**config.mk**
```make
export PLATFORM = sky130hd
export DESIGN_NAME = seg7_scan_decoder_flat
export DESIGN_NICKNAME = d
export VERILOG_FILES = /design/src/rtl/seg7_scan_decoder_pkg.sv /design/src/rtl/seg7_scan_decoder_if.sv /design/src/rtl/seg7_glyph_decode.sv /design/src/rtl/seg7_scan_decoder.sv /design/src/flat_wrapper.sv
export SDC_FILE = /design/constraint.sdc
export NUM_CORES = 1
export LEC_CHECK = 0
export ABC_AREA = 1
export BUFFER_PORTS_ARGS = -buffer_cell sky130_fd_sc_hd__buf_2
export CAP_MARGIN = 40
export CORE_UTILIZATION = 55
export DETAILED_ROUTE_END_ITERATION = 12
export PLACE_DENSITY = 0.85
export SYNTH_ARGS = -nofsm -noshare
export SYNTH_HDL_FRONTEND = slang
export SYNTH_HIERARCHICAL = 1
export SYNTH_SLANG_ARGS = --single-unit
```
**constraint.sdc**
```tcl
create_clock -name clk -period 4.8 [get_ports clk]
set_clock_uncertainty 0.15 [all_clocks]
set_input_delay 0.72 -clock clk [delete_from_list [all_inputs] [get_ports clk]]
set_output_delay 0.72 -clock clk [all_outputs]
set_load 0.05 [all_outputs]
```
**src/rtl/seg7_scan_decoder_pkg.sv**
```systemverilog
// rtl/seg7_scan_decoder_pkg.sv - shared types, constants and glyph table for the scan decoder
package seg7_scan_decoder_pkg;

    localparam int          NUM_DIGITS  = 8;
    localparam int          SAMPLE_W    = 16;
    localparam logic [15:0] SAMPLE_IDLE = 16'hFFFF;
    localparam logic [6:0]  SEG_BLANK   = 7'h00;

    typedef struct packed {
        logic       valid;
        logic [3:0] nibble;
    } glyph_t;

    // Lit-segment pattern {a,b,c,d,e,f,g} (1 = lit) for each hex digit.
    function automatic logic [6:0] seg7_glyph(input logic [3:0] n);
        logic [6:0] pat;
        case (n)
            4'h0:    pat = 7'h7E;
            4'h1:    pat = 7'h30;
            4'h2:    pat = 7'h6D;
            4'h3:    pat = 7'h79;
            4'h4:    pat = 7'h33;
            4'h5:    pat = 7'h5B;
            4'h6:    pat = 7'h5F;
            4'h7:    pat = 7'h70;
            4'h8:    pat = 7'h7F;
            4'h9:    pat = 7'h7B;
            4'hA:    pat = 7'h77;
            4'hB:    pat = 7'h1F;
            4'hC:    pat = 7'h4E;
            4'hD:    pat = 7'h3D;
            4'hE:    pat = 7'h4F;
            default: pat = 7'h47;
        endcase
        return pat;
    endfunction

endpackage

```
**src/rtl/seg7_scan_decoder_if.sv**
```systemverilog
// rtl/seg7_scan_decoder_if.sv - scanned 7-segment pin bundle (all lines active-low)
interface seg7_scan_if;
    logic [7:0] AN;
    logic       CA;
    logic       CB;
    logic       CC;
    logic       CD;
    logic       CE;
    logic       CF;
    logic       CG;
    logic       DP;

    modport master (output AN, CA, CB, CC, CD, CE, CF, CG, DP);
    modport slave  (input  AN, CA, CB, CC, CD, CE, CF, CG, DP);
endinterface

```
**src/rtl/seg7_glyph_decode.sv**
```systemverilog
// rtl/seg7_glyph_decode.sv - combinational lit-segment pattern to {valid, nibble}
module seg7_glyph_decode
    import seg7_scan_decoder_pkg::*;
(
    input  logic [6:0] seg_i,
    output glyph_t     glyph_o
);

    always_comb begin
        glyph_o = '0;
        for (int n = 0; n < 16; n++) begin
            if (seg_i == seg7_glyph(4'(n))) begin
                glyph_o.valid  = 1'b1;
                glyph_o.nibble = 4'(n);
            end
        end
    end

endmodule

```
**src/rtl/seg7_scan_decoder.sv**
```systemverilog
// rtl/seg7_scan_decoder.sv - rebuilds 8-digit display content from scanned anode/segment pins
module seg7_scan_decoder
    import seg7_scan_decoder_pkg::*;
#(
    parameter int SYNC_STAGES   = 2,
    parameter int STABLE_CYCLES = 4
) (
    input  logic        clk,
    input  logic        rst_n,
    seg7_scan_if.slave  scan,
    output logic [31:0] HEX,
    output logic [7:0]  HEX_VALID,
    output logic [7:0]  DP_LAT,
    output logic        FRAME_DONE,
    output logic        MULTI_ERR
);

    localparam int            CNT_W   = $clog2(STABLE_CYCLES + 1);
    localparam logic [CNT_W-1:0] CNT_MAX = CNT_W'(STABLE_CYCLES);

    logic [SAMPLE_W-1:0] sync_q [SYNC_STAGES];
    logic [SAMPLE_W-1:0] pins_raw;
    logic [SAMPLE_W-1:0] sample;
    logic [SAMPLE_W-1:0] prev_q;
    logic [CNT_W-1:0]    cnt_q, cnt_d;
    logic                captured_q, captured_d;
    logic [7:0]          seen_q, seen_d;
    logic [31:0]         hex_q, hex_d;
    logic [7:0]          valid_q, valid_d;
    logic [7:0]          dp_q, dp_d;
    logic                frame_q, frame_d;
    logic                err_q, err_d;

    logic [7:0] an;
    logic       changed, fire, one_hot, multi_hot;
    logic [2:0] digit_idx;
    logic [7:0] seen_next;
    glyph_t     glyph;

    assign pins_raw = {scan.AN, scan.CA, scan.CB, scan.CC, scan.CD,
                       scan.CE, scan.CF, scan.CG, scan.DP};
    assign sample   = sync_q[SYNC_STAGES-1];
    assign an       = ~sample[15:8];

    seg7_glyph_decode u_glyph (
        .seg_i   (~sample[7:1]),
        .glyph_o (glyph)
    );

    always_ff @(posedge clk) begin
        if (!rst_n) begin
            for (int k = 0; k < SYNC_STAGES; k++) sync_q[k] <= SAMPLE_IDLE;
        end else begin
            sync_q[0] <= pins_raw;
            for (int k = 1; k < SYNC_STAGES; k++) sync_q[k] <= sync_q[k-1];
        end
    end

    always_comb begin
        one_hot   = (an != 8'h00) && ((an & (an - 8'd1)) == 8'h00);
        multi_hot = (an != 8'h00) && !one_hot;
        digit_idx = '0;
        for (int i = 0; i < NUM_DIGITS; i++) begin
            if (an[i]) digit_idx = 3'(i);
        end
    end

    // A dwell fires exactly once: when the run length first hits the threshold.
    always_comb begin
        changed    = (sample != prev_q);
        cnt_d      = cnt_q;
        captured_d = captured_q;
        if (changed) begin
            cnt_d      = CNT_W'(1);
            captured_d = 1'b0;
        end else if (cnt_q != CNT_MAX) begin
            cnt_d = cnt_q + CNT_W'(1);
        end
        fire = (cnt_d == CNT_MAX) && !captured_d;
        if (fire) captured_d = 1'b1;
    end

    always_comb begin
        hex_d     = hex_q;
        valid_d   = valid_q;
        dp_d      = dp_q;
        frame_d   = 1'b0;
        err_d     = fire && multi_hot;
        seen_next = seen_q;
        if (fire && one_hot) begin
            hex_d[4*digit_idx +: 4] = glyph.nibble;
            valid_d[digit_idx]      = glyph.valid;
            dp_d[digit_idx]         = ~sample[0];
            seen_next               = seen_q | an;
        end
        // The completing digit belongs to the old frame, so the new mask starts empty.
        if (seen_next == 8'hFF) begin
            frame_d = 1'b1;
            seen_d  = 8'h00;
        end else begin
            seen_d  = seen_next;
        end
    end

    always_ff @(posedge clk) begin
        if (!rst_n) begin
            prev_q     <= SAMPLE_IDLE;
            cnt_q      <= '0;
            captured_q <= 1'b0;
            seen_q     <= '0;
            hex_q      <= '0;
            valid_q    <= '0;
            dp_q       <= '0;
            frame_q    <= 1'b0;
            err_q      <= 1'b0;
        end else begin
            prev_q     <= sample;
            cnt_q      <= cnt_d;
            captured_q <= captured_d;
            seen_q     <= seen_d;
            hex_q      <= hex_d;
            valid_q    <= valid_d;
            dp_q       <= dp_d;
            frame_q    <= frame_d;
            err_q      <= err_d;
        end
    end

    assign HEX        = hex_q;
    assign HEX_VALID  = valid_q;
    assign DP_LAT     = dp_q;
    assign FRAME_DONE = frame_q;
    assign MULTI_ERR  = err_q;

endmodule
```
**src/flat_wrapper.sv**
```systemverilog
// flat-port wrapper written by rule: the top's interface ports become plain ports
module seg7_scan_decoder_flat import seg7_scan_decoder_pkg::*;
#(
    parameter int SYNC_STAGES   = 2,
    parameter int STABLE_CYCLES = 4
)
  (clk, rst_n, HEX, HEX_VALID, DP_LAT, FRAME_DONE, MULTI_ERR, scan_AN, scan_CA, scan_CB, scan_CC, scan_CD, scan_CE, scan_CF, scan_CG, scan_DP);
  seg7_scan_if scan_i ();
  input  logic clk;
  input  logic rst_n;
  output logic [31:0] HEX;
  output logic [7:0] HEX_VALID;
  output logic [7:0] DP_LAT;
  output logic FRAME_DONE;
  output logic MULTI_ERR;
  input wire logic [$bits(scan_i.AN)-1:0] scan_AN;
  input wire logic [$bits(scan_i.CA)-1:0] scan_CA;
  input wire logic [$bits(scan_i.CB)-1:0] scan_CB;
  input wire logic [$bits(scan_i.CC)-1:0] scan_CC;
  input wire logic [$bits(scan_i.CD)-1:0] scan_CD;
  input wire logic [$bits(scan_i.CE)-1:0] scan_CE;
  input wire logic [$bits(scan_i.CF)-1:0] scan_CF;
  input wire logic [$bits(scan_i.CG)-1:0] scan_CG;
  input wire logic [$bits(scan_i.DP)-1:0] scan_DP;
  assign scan_i.AN = scan_AN;
  assign scan_i.CA = scan_CA;
  assign scan_i.CB = scan_CB;
  assign scan_i.CC = scan_CC;
  assign scan_i.CD = scan_CD;
  assign scan_i.CE = scan_CE;
  assign scan_i.CF = scan_CF;
  assign scan_i.CG = scan_CG;
  assign scan_i.DP = scan_DP;
  seg7_scan_decoder #(.SYNC_STAGES(SYNC_STAGES), .STABLE_CYCLES(STABLE_CYCLES)) u_core (.clk(clk), .rst_n(rst_n), .scan(scan_i), .HEX(HEX), .HEX_VALID(HEX_VALID), .DP_LAT(DP_LAT), .FRAME_DONE(FRAME_DONE), .MULTI_ERR(MULTI_ERR));
endmodule
```
==> flow_metrics.env, run 1 <==
export IMPL_tns_ps=0
export IMPL_initial_core_util_pct=57.4
export IMPL_rsz0062_at_grt="false"
export IMPL_fp_dieW_um=97.6
export IMPL_drcViolationCount=0
export IMPL_min_from="u_core/sync_q[0][1]$_SDFF_PN1_"
export IMPL_critPathArrivalTime_ps=2960
export IMPL_num_antenna_cells=0
export IMPL_wl_mm=10.3
export IMPL_syn_to_final_growth_pct=13.0
export IMPL_ant_nets=0
export IMPL_holdCritPathClass="flip-flop to flip-flop"
export IMPL_clkSinkCount=110
export IMPL_pre_cts_ws_ps=2080
export IMPL_whs_endpoint="u_core/sync_q[0][17]$_SDFF_PN1_"
export IMPL_port_buffers=67
export IMPL_yosys_warnings=6
export IMPL_slew_limit_headroom_pct=59.6
export IMPL_die_h_um=97.6
export IMPL_slew_violations=0
export IMPL_path_clk_slew_ps=110
export IMPL_rr_endpoint="u_core/HEX[18]$_SDFFE_PN0P_"
export IMPL_whs_path_depth=1
export IMPL_fmax_mhz=356
export IMPL_core_um2=8760
export IMPL_timing_final_crit_share_pct=58.5
export IMPL_synth_simple_area_share_pct=40.6
export IMPL_cp_max_fo=8
export IMPL_synth_seq_area_share_pct=43.8
export IMPL_grt_usage_pct=22.3
export IMPL_period_minus_slack_ps=2810
export IMPL_synth_top_area_share_pct=43.8
export IMPL_cts_tree="done"
export IMPL_cts_buffer_depth=2
export IMPL_grt_pass1_wl_mm=17.4
export IMPL_firstDrtPassIters=4
export IMPL_synth_nets=712
export IMPL_grt_overflow=0
export IMPL_worst_hold_slack_ps=272
export IMPL_dp_hpwl_mm=7.69
export IMPL_cp_start_kind="flip-flop"
export IMPL_reg2reg_depth=11
export IMPL_layout_common_cells="nand2_1 (178), dfxtp_1 (110), inv_1 (93), nor2_1 (93), buf_2 (67)"
export IMPL_synth_xor_area_share_pct=0.349
export IMPL_cap_violations=0
export IMPL_netlist_area_um2=5030
export IMPL_dieArea_um2=9520
export IMPL_fin_ws_ps=1990
export IMPL_status="finished, final reports clean"
export IMPL_synth_compound_area_share_pct=4.90
export IMPL_clock_latency_ps=370
export IMPL_place_congestion=0.898
export IMPL_drtIter0Drc=233
export IMPL_numCtsBuffers=9
export IMPL_worst_pin_slew_ps=605
export IMPL_crit_type="flip-flop to flip-flop"
export IMPL_nets=782
export IMPL_rows=34
export IMPL_cts_setup_buffers=0
export IMPL_synth_top_family_by_area="simple AND/OR/NAND/NOR gates"
export IMPL_synth_largest_area_cell="dfxtp_1"
export IMPL_reg2reg_slack_ps=1990
export IMPL_ys_types=39
export IMPL_p_leak_nw=3.00
export IMPL_grt_max_degree=58
export IMPL_vias=4275
export IMPL_power_mw=1.64
export IMPL_place_inst=857
export IMPL_antenna_found_initial=0
export IMPL_io_pins=68
export IMPL_synth_adder_area_share_pct=0.996
export IMPL_finalHoldViolCount=0
export IMPL_viasPerCell=4.90
export IMPL_grt_pass1_vias=3955
export IMPL_required_ps=4950
export IMPL_ir_drop_mv=0.173
export IMPL_reg2reg_from="u_core/sync_q[0][26]$_SDFF_PN1_"
export IMPL_ys_ff_latch=110
export IMPL_stdcell_count=873
export IMPL_ys_top_cells_by_area="dfxtp_1 (44%), nand2_1 (13%), inv_1 (6.9%)"
export IMPL_cts_resized=0
export IMPL_wire_per_inst_um=11.8
export IMPL_synthMuxAreaShare_pct=0
export IMPL_layout_commonest_cell="nand2_1"
export IMPL_cts_root_buf="clkbuf_8"
export IMPL_netlist_instances=690
export IMPL_cts_hold_buffers_added=0
export IMPL_avgSynthCellArea_um2=7.28
export IMPL_p_per_area_nw_per_um2=289
export IMPL_crit_path_end_kind="flip-flop"
export IMPL_setup_viol=0
export IMPL_drive_above_1_share_pct=25.5
export IMPL_htree_levels=3
==> critical path: stages (launching register included) <==
cell and delay, ps:
dfxtp_1 410, a21oi_1 100, o211ai_2 230, nand2_2 170
ha_1 220, ha_1 430, inv_1 250, nor2_1 140
inv_1 100, nor4_1 270, nand3_1 130, a21oi_1 140
==> how the worst max path moves through the flow <==
stage,from,endpoint,slack [ps],depth (start not counted)
finish,u_core/sync_q[0][26]$_SDFF_PN1_,u_core/HEX[18]$_SDFFE_PN0P_,1990,11
global route,u_core/sync_q[0][28]$_SDFF_PN1_,u_core/HEX[15]$_SDFFE_PN0P_,1760,10
CTS,u_core/sync_q[0][26]$_SDFF_PN1_,u_core/HEX[18]$_SDFFE_PN0P_,2010,11
detailed placement,u_core/sync_q[0][25]$_SDFF_PN1_,u_core/HEX[18]$_SDFFE_PN0P_,2080,12
global placement,rst_n,u_core/sync_q[0][12]$_SDFF_PN1_,2040,4
floorplan,u_core/sync_q[0][26]$_SDFF_PN1_,u_core/HEX[16]$_SDFFE_PN0P_,2340,10
==> area by class of cell <==
| type | count | area [um^2] |
|---|---|---|
| Fill cell | 757 | 3090 |
| Multi-Input combinational cell | 455 | 2350 |
| Sequential cell | 110 | 2200 |
| Inverter | 115 | 432 |
| Timing Repair Buffer | 69 | 370 |
| Tap cell | 108 | 135 |
| Clock buffer | 9 | 124 |
| Clock inverter | 7 | 62.6 |
==> power by group <==
| part | switching, mW | total, mW | internal, mW |
|---|---|---|---|
| Sequential | 0.00891 | 0.938 | 0.929 |
| Clock | 0.329 | 0.532 | 0.202 |
| Combinational | 0.119 | 0.170 | 0.0507 |
==> Yosys cell counts <==
cell type,count
a211oi_1,1
a21oi_1,22
and2_1,1
and2_4,1
and3_1,1
buf_1,1
buf_2,2
clkbuf_1,7
dfxtp_1,110
ha_1,4
inv_1,93
inv_2,22
nand2_1,178
nand2_2,8
nand2_4,4
nand3_1,23
nand3_2,3
nand3_4,5
nand4_1,9
nand4_2,2
nor2_1,93
nor2_2,14
nor2_4,9
nor2_8,2
nor3_1,6
nor3_2,3
nor3b_1,1
nor3b_2,1
nor3b_4,2
nor4_1,7
o211a_1,1
o211ai_1,1
o211ai_2,1
o21a_1,2
o21ai_0,11
o21ai_1,4
o21ai_2,1
or2_2,32
xor2_1,2
==> per-stage QoR <==
step	instance area (um^2)	util, %
finish	5680	64.8
global route	5680	64.8
CTS	5680	64.8
detailed placement	5490	62.7
global placement	5460	62.4
floorplan	5030	-
==> kinds of logic after synthesis <==
logic type                 count (synthesis)
DFF                                      110
and+or+nand+nor                          405
adders and majority gates                  4
AOI/OAI and AO/OA                         44
xor gates and xnor gates                   2
buffers and inverters                    125
==> sequential cells by signal (all words and copies together) (netlist names) <==
signal             cells
u_core/MULTI_ERR       1
u_core/prev_q         16
u_core/HEX_VALID       8
u_core/cnt_q           3
u_core/FRAME_DONE      1
u_core/HEX            32
u_core/DP_LAT          8
u_core/sync_q         32
u_core/captured_q      1
u_core/seen_q          8
==> per-layer routing <==
| metal | wire [um] | vias up | track usage (%) |
|---|---|---|---|
| li1 | - | 2245 | - |
| met3 | 392 | 16 | 2.95 |
| met2 | 4900 | 97 | 39.2 |
| met5 | 0 | - | 0 |
| met4 | 187 | 0 | 7.81 |
| met1 | 4790 | 1917 | 27.9 |
Power figures use the tool's default switching activity.
==> run 2, diff against run 1 <==
- clock period: 4.8 -> 2.81 ns (I/O delays scaled with it)
==> run 2 against run 1 <==
  * First-iteration DRC count shrank 23%
  * Critical path depth is the same
  * Hold slack lost 200 ps
  * Register-to-register slack lost 1800 ps
  * Wire length grew 1.8%
  * Utilization grew 0.49 points
  * Sequential power grew 71%
  * Critical endpoint is now u_core/HEX[14]$_SDFFE_PN0P_
  * Largest cell class unchanged
  * Largest power group unchanged
==> flow_metrics.env, run 2 (synthesis results as in run 1) <==
export IMPL_crit_type="flip-flop to flip-flop"
export IMPL_rsz0062_at_grt="false"
export IMPL_whs_path_depth=2
export IMPL_cp_num_buf_inv=2
export IMPL_place_congestion=0.884
export IMPL_viasPerCell=4.94
export IMPL_fin_ws_ps=219
export IMPL_slew_limit_headroom_pct=37.6
export IMPL_grt_max_degree=57
export IMPL_whs_endpoint="u_core/sync_q[0][13]$_SDFF_PN1_"
export IMPL_cts_buffer_depth=2
export IMPL_cp_max_fo=7
export IMPL_drtIter0Drc=180
export IMPL_rows=34
export IMPL_placed_cell_area_um2=5500
export IMPL_pwr_share_comb_pct=10.5
export IMPL_drive_above_1_share_pct=26.3
export IMPL_holdCritPathClass="input port to flip-flop"
export IMPL_clkSinkCount=110
export IMPL_port_buffers=67
export IMPL_grt_usage_pct=23.0
export IMPL_p_int_mw=2.05
export IMPL_startpoint="u_core/sync_q[0][25]$_SDFF_PN1_"
export IMPL_die_h_um=97.6
export IMPL_design_area_um2=5720
export IMPL_setup_viol=0
export IMPL_place_inst=861
export IMPL_dieArea_um2=9520
export IMPL_grt_pass1_vias=4013
export IMPL_reg2reg_from="u_core/sync_q[0][25]$_SDFF_PN1_"
export IMPL_critPathArrivalTime_ps=2700
export IMPL_pre_cts_ws_ps=249
export IMPL_fillers=736
export IMPL_wire_per_inst_um=11.9
export IMPL_dp_hpwl_mm=7.81
export IMPL_core_um2=8760
export IMPL_reg2reg_slack_ps=220
export IMPL_layout_common_cells="nand2_1 (178), dfxtp_1 (110), inv_1 (93), nor2_1 (91), buf_2 (67)"
export IMPL_status="finished, final reports clean"
export IMPL_p_clk_share_pct=33.2
export IMPL_reg2reg_depth=11
export IMPL_grt_overflow=0
export IMPL_initial_core_util_pct=57.4
export IMPL_power_mw=2.85
export IMPL_required_ps=2920
export IMPL_cts_tree="done"
export IMPL_critPathTopFamily="simple AND/OR/NAND/NOR gates"
export IMPL_io_pins=68
export IMPL_critPathSlowestCell="ha_1"
export IMPL_ir_drop_mv=0.351
export IMPL_cp_cell_sequence="inv_2 -> a21oi_1 -> o211ai_2 -> nand2_2 -> ha_1 -> inv_1 -> nand3_1 -> nor2_1 -> nand3_1 -> nand2_1 -> a21oi_1"
export IMPL_crit_path_end_kind="flip-flop"
export IMPL_num_antenna_cells=0
export IMPL_fp_dieW_um=97.6
export IMPL_vias=4336
export IMPL_clock_latency_ps=370
export IMPL_fmax_mhz=386
export IMPL_netSwitchingFraction_pct=28.1
export IMPL_cts_hold_buffers_added=0
export IMPL_p_per_area_nw_per_um2=498
export IMPL_syn_to_final_growth_pct=13.8
export IMPL_p_leak_nw=3.01
export IMPL_drcViolationCount=0
export IMPL_path_clk_slew_ps=110
export IMPL_cpPeakStageDelay_ps=430
export IMPL_tns_ps=0
export IMPL_grt_pass1_wl_mm=17.8
export IMPL_ant_nets=0
export IMPL_finalHoldViolCount=0
export IMPL_rr_endpoint="u_core/HEX[14]$_SDFFE_PN0P_"
export IMPL_min_from="scan_AN[5]"
export IMPL_power_switching_mw=0.800
export IMPL_cp_start_kind="flip-flop"
export IMPL_timing_final_crit_share_pct=92.2
export IMPL_slew_violations=0
export IMPL_period_minus_slack_ps=2590
export IMPL_cap_violations=0
export IMPL_numCtsBuffers=9
export IMPL_worst_pin_slew_ps=935
export IMPL_antenna_found_initial=0
export IMPL_p_seq_share_pct=56.2
export IMPL_nets=786
export IMPL_stdcell_count=877
export IMPL_worst_hold_slack_ps=76.1
export IMPL_utilization_pct=65.3
export IMPL_wl_mm=10.5
export IMPL_firstDrtPassIters=4
export IMPL_htree_levels=3
export IMPL_cts_root_buf="clkbuf_8"
export IMPL_layout_commonest_cell="nand2_1"
[run 2: layer usage]
layer  up-vias  share of wire [%]  track usage (%)  routed length (um)
met5         -                  0                0                   0
met4         0                2.5             10.6                 265
met1      1968                 45             27.8                4700
met2        99                 48             40.0                5060
met3        25                4.2             3.45                 436
li1       2244                  -                -                   -
[run 2: power by group through the flow]
stage | clock network [mW] | logic, mW | registers [mW]
2_1_floorplan | 0 | 0.227 | 1.63
3_3_place_gp | 0 | 0.282 | 1.64
3_5_place_dp | 0 | 0.289 | 1.64
4_1_cts | 0.966 | 0.290 | 1.60
5_1_grt | 1.03 | 0.331 | 1.61
6_report | 0.947 | 0.300 | 1.60
[run 2: repair_timing]
action,CTS,global route
setup endpoints to repair,0,6
resized for setup,0,4
setup buffers,0,0
endpoints found under the hold margin,0,0
[run 2: area by class of cell]
cell class	count	area [um^2]	area share [%]
multi-input cells	455	2370	41.4
flip-flops and latches	110	2200	38.5
inverters	115	432	7.55
repair buffers	73	380	6.65
clock buffers	10	138	2.41
well taps	108	135	2.36
clock inverters	6	63.8	1.12
[run 2: worst max-delay path by stage]
stage	to	slack, ps	cells past startpoint
final	u_core/HEX[14]$_SDFFE_PN0P_	220	11
after global routing	u_core/HEX[10]$_SDFFE_PN0P_	8	13
after CTS	u_core/HEX[5]$_SDFFE_PN0P_	220	12
after detailed placement	u_core/HEX[10]$_SDFFE_PN0P_	250	12
after global placement	u_core/HEX[25]$_SDFFE_PN0P_	380	11
after floorplan	u_core/HEX[16]$_SDFFE_PN0P_	350	10
==> run 3, diff against run 2 <==
- CAP_MARGIN: 40 -> 0
- CORE_UTILIZATION: 55 -> 56
- PLACE_DENSITY: 0.85 -> 0.87
- SYNTH_HIERARCHICAL: 1 -> default
==> run 3 against run 2 <==
  * Sequential share of layout area is 3.8 points higher
  * Global-route usage is 2.1 points higher
  * Utilization is 1.5 points higher
  * Hold slack better by 1.1 ps
  * Clock-buffer cell count stayed put
==> flow_metrics.env, run 3 <==
export IMPL_synth_nets=617
export IMPL_layout_commonest_cell="dfxtp_1"
export IMPL_clkSinkCount=110
export IMPL_place_inst=753
export IMPL_ant_nets=0
export IMPL_design_area_um2=5220
export IMPL_cp_max_fo=7
export IMPL_ys_top_cells_by_area="dfxtp_1 (48%), nand2_1 (8.5%), nor2_1 (6.6%)"
export IMPL_p_per_area_nw_per_um2=525
export IMPL_grt_overflow=0
export IMPL_cp_start_kind="flip-flop"
export IMPL_required_ps=2970
export IMPL_netlist_area_um2=4560
export IMPL_place_congestion=0.967
export IMPL_period_minus_slack_ps=2580
export IMPL_rsz0062_at_grt="false"
export IMPL_viasPerCell=5.27
export IMPL_worst_pin_slew_ps=917
export IMPL_cts_tree="done"
export IMPL_vias=4061
export IMPL_ys_ff_latch=110
export IMPL_yosys_warnings=0
export IMPL_utilization_pct=66.8
export IMPL_power_mw=2.74
export IMPL_grt_pass1_wl_mm=16.8
export IMPL_crit_path_end_kind="flip-flop"
export IMPL_fp_dieW_um=92.2
export IMPL_grt_usage_pct=25.1
export IMPL_synth_main_ff_cell="dfxtp_1"
export IMPL_cts_root_buf="clkbuf_8"
export IMPL_p_leak_nw=2.52
export IMPL_drive_above_1_share_pct=25.9
export IMPL_stdcell_count=771
export IMPL_dieArea_um2=8510
export IMPL_holdCritPathClass="input port to flip-flop"
export IMPL_drcViolationCount=0
export IMPL_antenna_found_initial=0
export IMPL_cts_buffer_depth=2
export IMPL_numCtsBuffers=9
export IMPL_setup_viol=0
export IMPL_synth_common_cells="dfxtp_1 (110), nand2_1 (103), nor2_1 (80), inv_1 (57), o21ai_1 (35)"
export IMPL_layout_common_cells="dfxtp_1 (107), nand2_1 (102), nor2_1 (79), buf_2 (67), inv_1 (57)"
export IMPL_initial_core_util_pct=58.4
export IMPL_finalHoldViolCount=0
export IMPL_netlist_instances=593
export IMPL_pre_cts_ws_ps=106
export IMPL_synth_largest_area_cell="dfxtp_1"
export IMPL_core_um2=7810
export IMPL_clock_latency_ps=370
export IMPL_fmax_mhz=388
export IMPL_ir_drop_mv=0.327
export IMPL_crit_type="flip-flop to flip-flop"
export IMPL_worst_hold_slack_ps=77.2
export IMPL_critPathArrivalTime_ps=2730
export IMPL_tns_ps=0
export IMPL_cts_hold_buffers_added=0
export IMPL_port_buffers=67
export IMPL_htree_levels=3
export IMPL_io_pins=68
export IMPL_synth_top_area_share_pct=48.3
export IMPL_synth_edf_count=0
export IMPL_placed_cell_area_um2=5000
export IMPL_num_antenna_cells=0
export IMPL_nets=688
export IMPL_drtIter0Drc=331
export IMPL_cap_violations=0
export IMPL_timing_final_crit_share_pct=91.7
export IMPL_slew_violations=0
export IMPL_wire_per_inst_um=13.1
export IMPL_syn_to_final_growth_pct=14.4
export IMPL_slew_limit_headroom_pct=38.8
export IMPL_die_h_um=92.2
export IMPL_dp_hpwl_mm=7.47
export IMPL_synth_seq_area_share_pct=48.3
export IMPL_firstDrtPassIters=6
export IMPL_synth_most_common_cell="dfxtp_1"
export IMPL_path_clk_slew_ps=100
export IMPL_async_flop_share_pct=0
export IMPL_wl_mm=10.1
export IMPL_fillers=649
export IMPL_avgSynthCellArea_um2=7.69
export IMPL_status="finished, final reports clean"
export IMPL_rows=32
export IMPL_whs_path_depth=2
export IMPL_reg2reg_depth=10
export IMPL_ys_types=36
export IMPL_grt_max_degree=58
export IMPL_fin_ws_ps=234
export IMPL_grt_pass1_vias=3719
-- run 3: logic make-up after synthesis --
family	synth area share, %
simple gates	30.6
fa+ha+maj	1.65
buf+inv	8.20
xor+xnor	0.960
compound gates	10.3
flops	48.3
-- run 3: worst max-delay path, stage by stage, from the launching register on --
cell and delay, ps:
dfxtp_2 400, inv_1 120, o21ai_1 240, a21oi_4 120
ha_1 220, ha_1 220, nor3_2 260, nand2_2 170
nor3_4 300, o21ai_0 140, a21oi_1 150
-- run 3: final timing paths --
path,start,endpoint,slack (ps)
worst max-delay path,u_core.sync_q[0][28]$_SDFF_PN1_,u_core.HEX[24]$_SDFFE_PN0P_,230
worst min-delay path,scan_CG,u_core.sync_q[0][1]$_SDFF_PN1_,80
worst max register to register,u_core.sync_q[0][28]$_SDFF_PN1_,u_core.HEX[24]$_SDFFE_PN0P_,230
worst min register to register,u_core.sync_q[0][5]$_SDFF_PN1_,u_core.sync_q[0][21]$_SDFF_PN1_,270
-- run 3: what timing repair did --
action	4_1_cts	5_1_grt
endpoints found under the setup margin	0	23
resized for setup	0	6
setup buffers	0	2
-- run 3: layer usage --
metal / vias to the layer above / routed length, um / track usage (%)
met1: 1824 / 4330 / 31.6
met3: 29 / 736 / 4.64
li1: 2034 / - / -
met2: 174 / 4720 / 40.7
met4: 0 / 329 / 13.5
met5: - / 0 / 0
-- run 3: area by class of cell --
cell class | count | area, um^2 | share of cell area [%]
flip-flops and latches | 110 | 2210 | 42.3
multi-input cells | 386 | 2000 | 38.3
clock buffers | 10 | 138 | 2.64
well taps | 102 | 128 | 2.45
inverters | 83 | 312 | 5.97
repair buffers | 74 | 388 | 7.43
clock inverters | 6 | 50.0 | 0.959
-- run 3: report_power, final --
group | switching, mW | internal, mW
clock | 0.540 | 0.361
combinational | 0.159 | 0.0725
sequential | 0.0218 | 1.59
total | 0.720 | 2.02
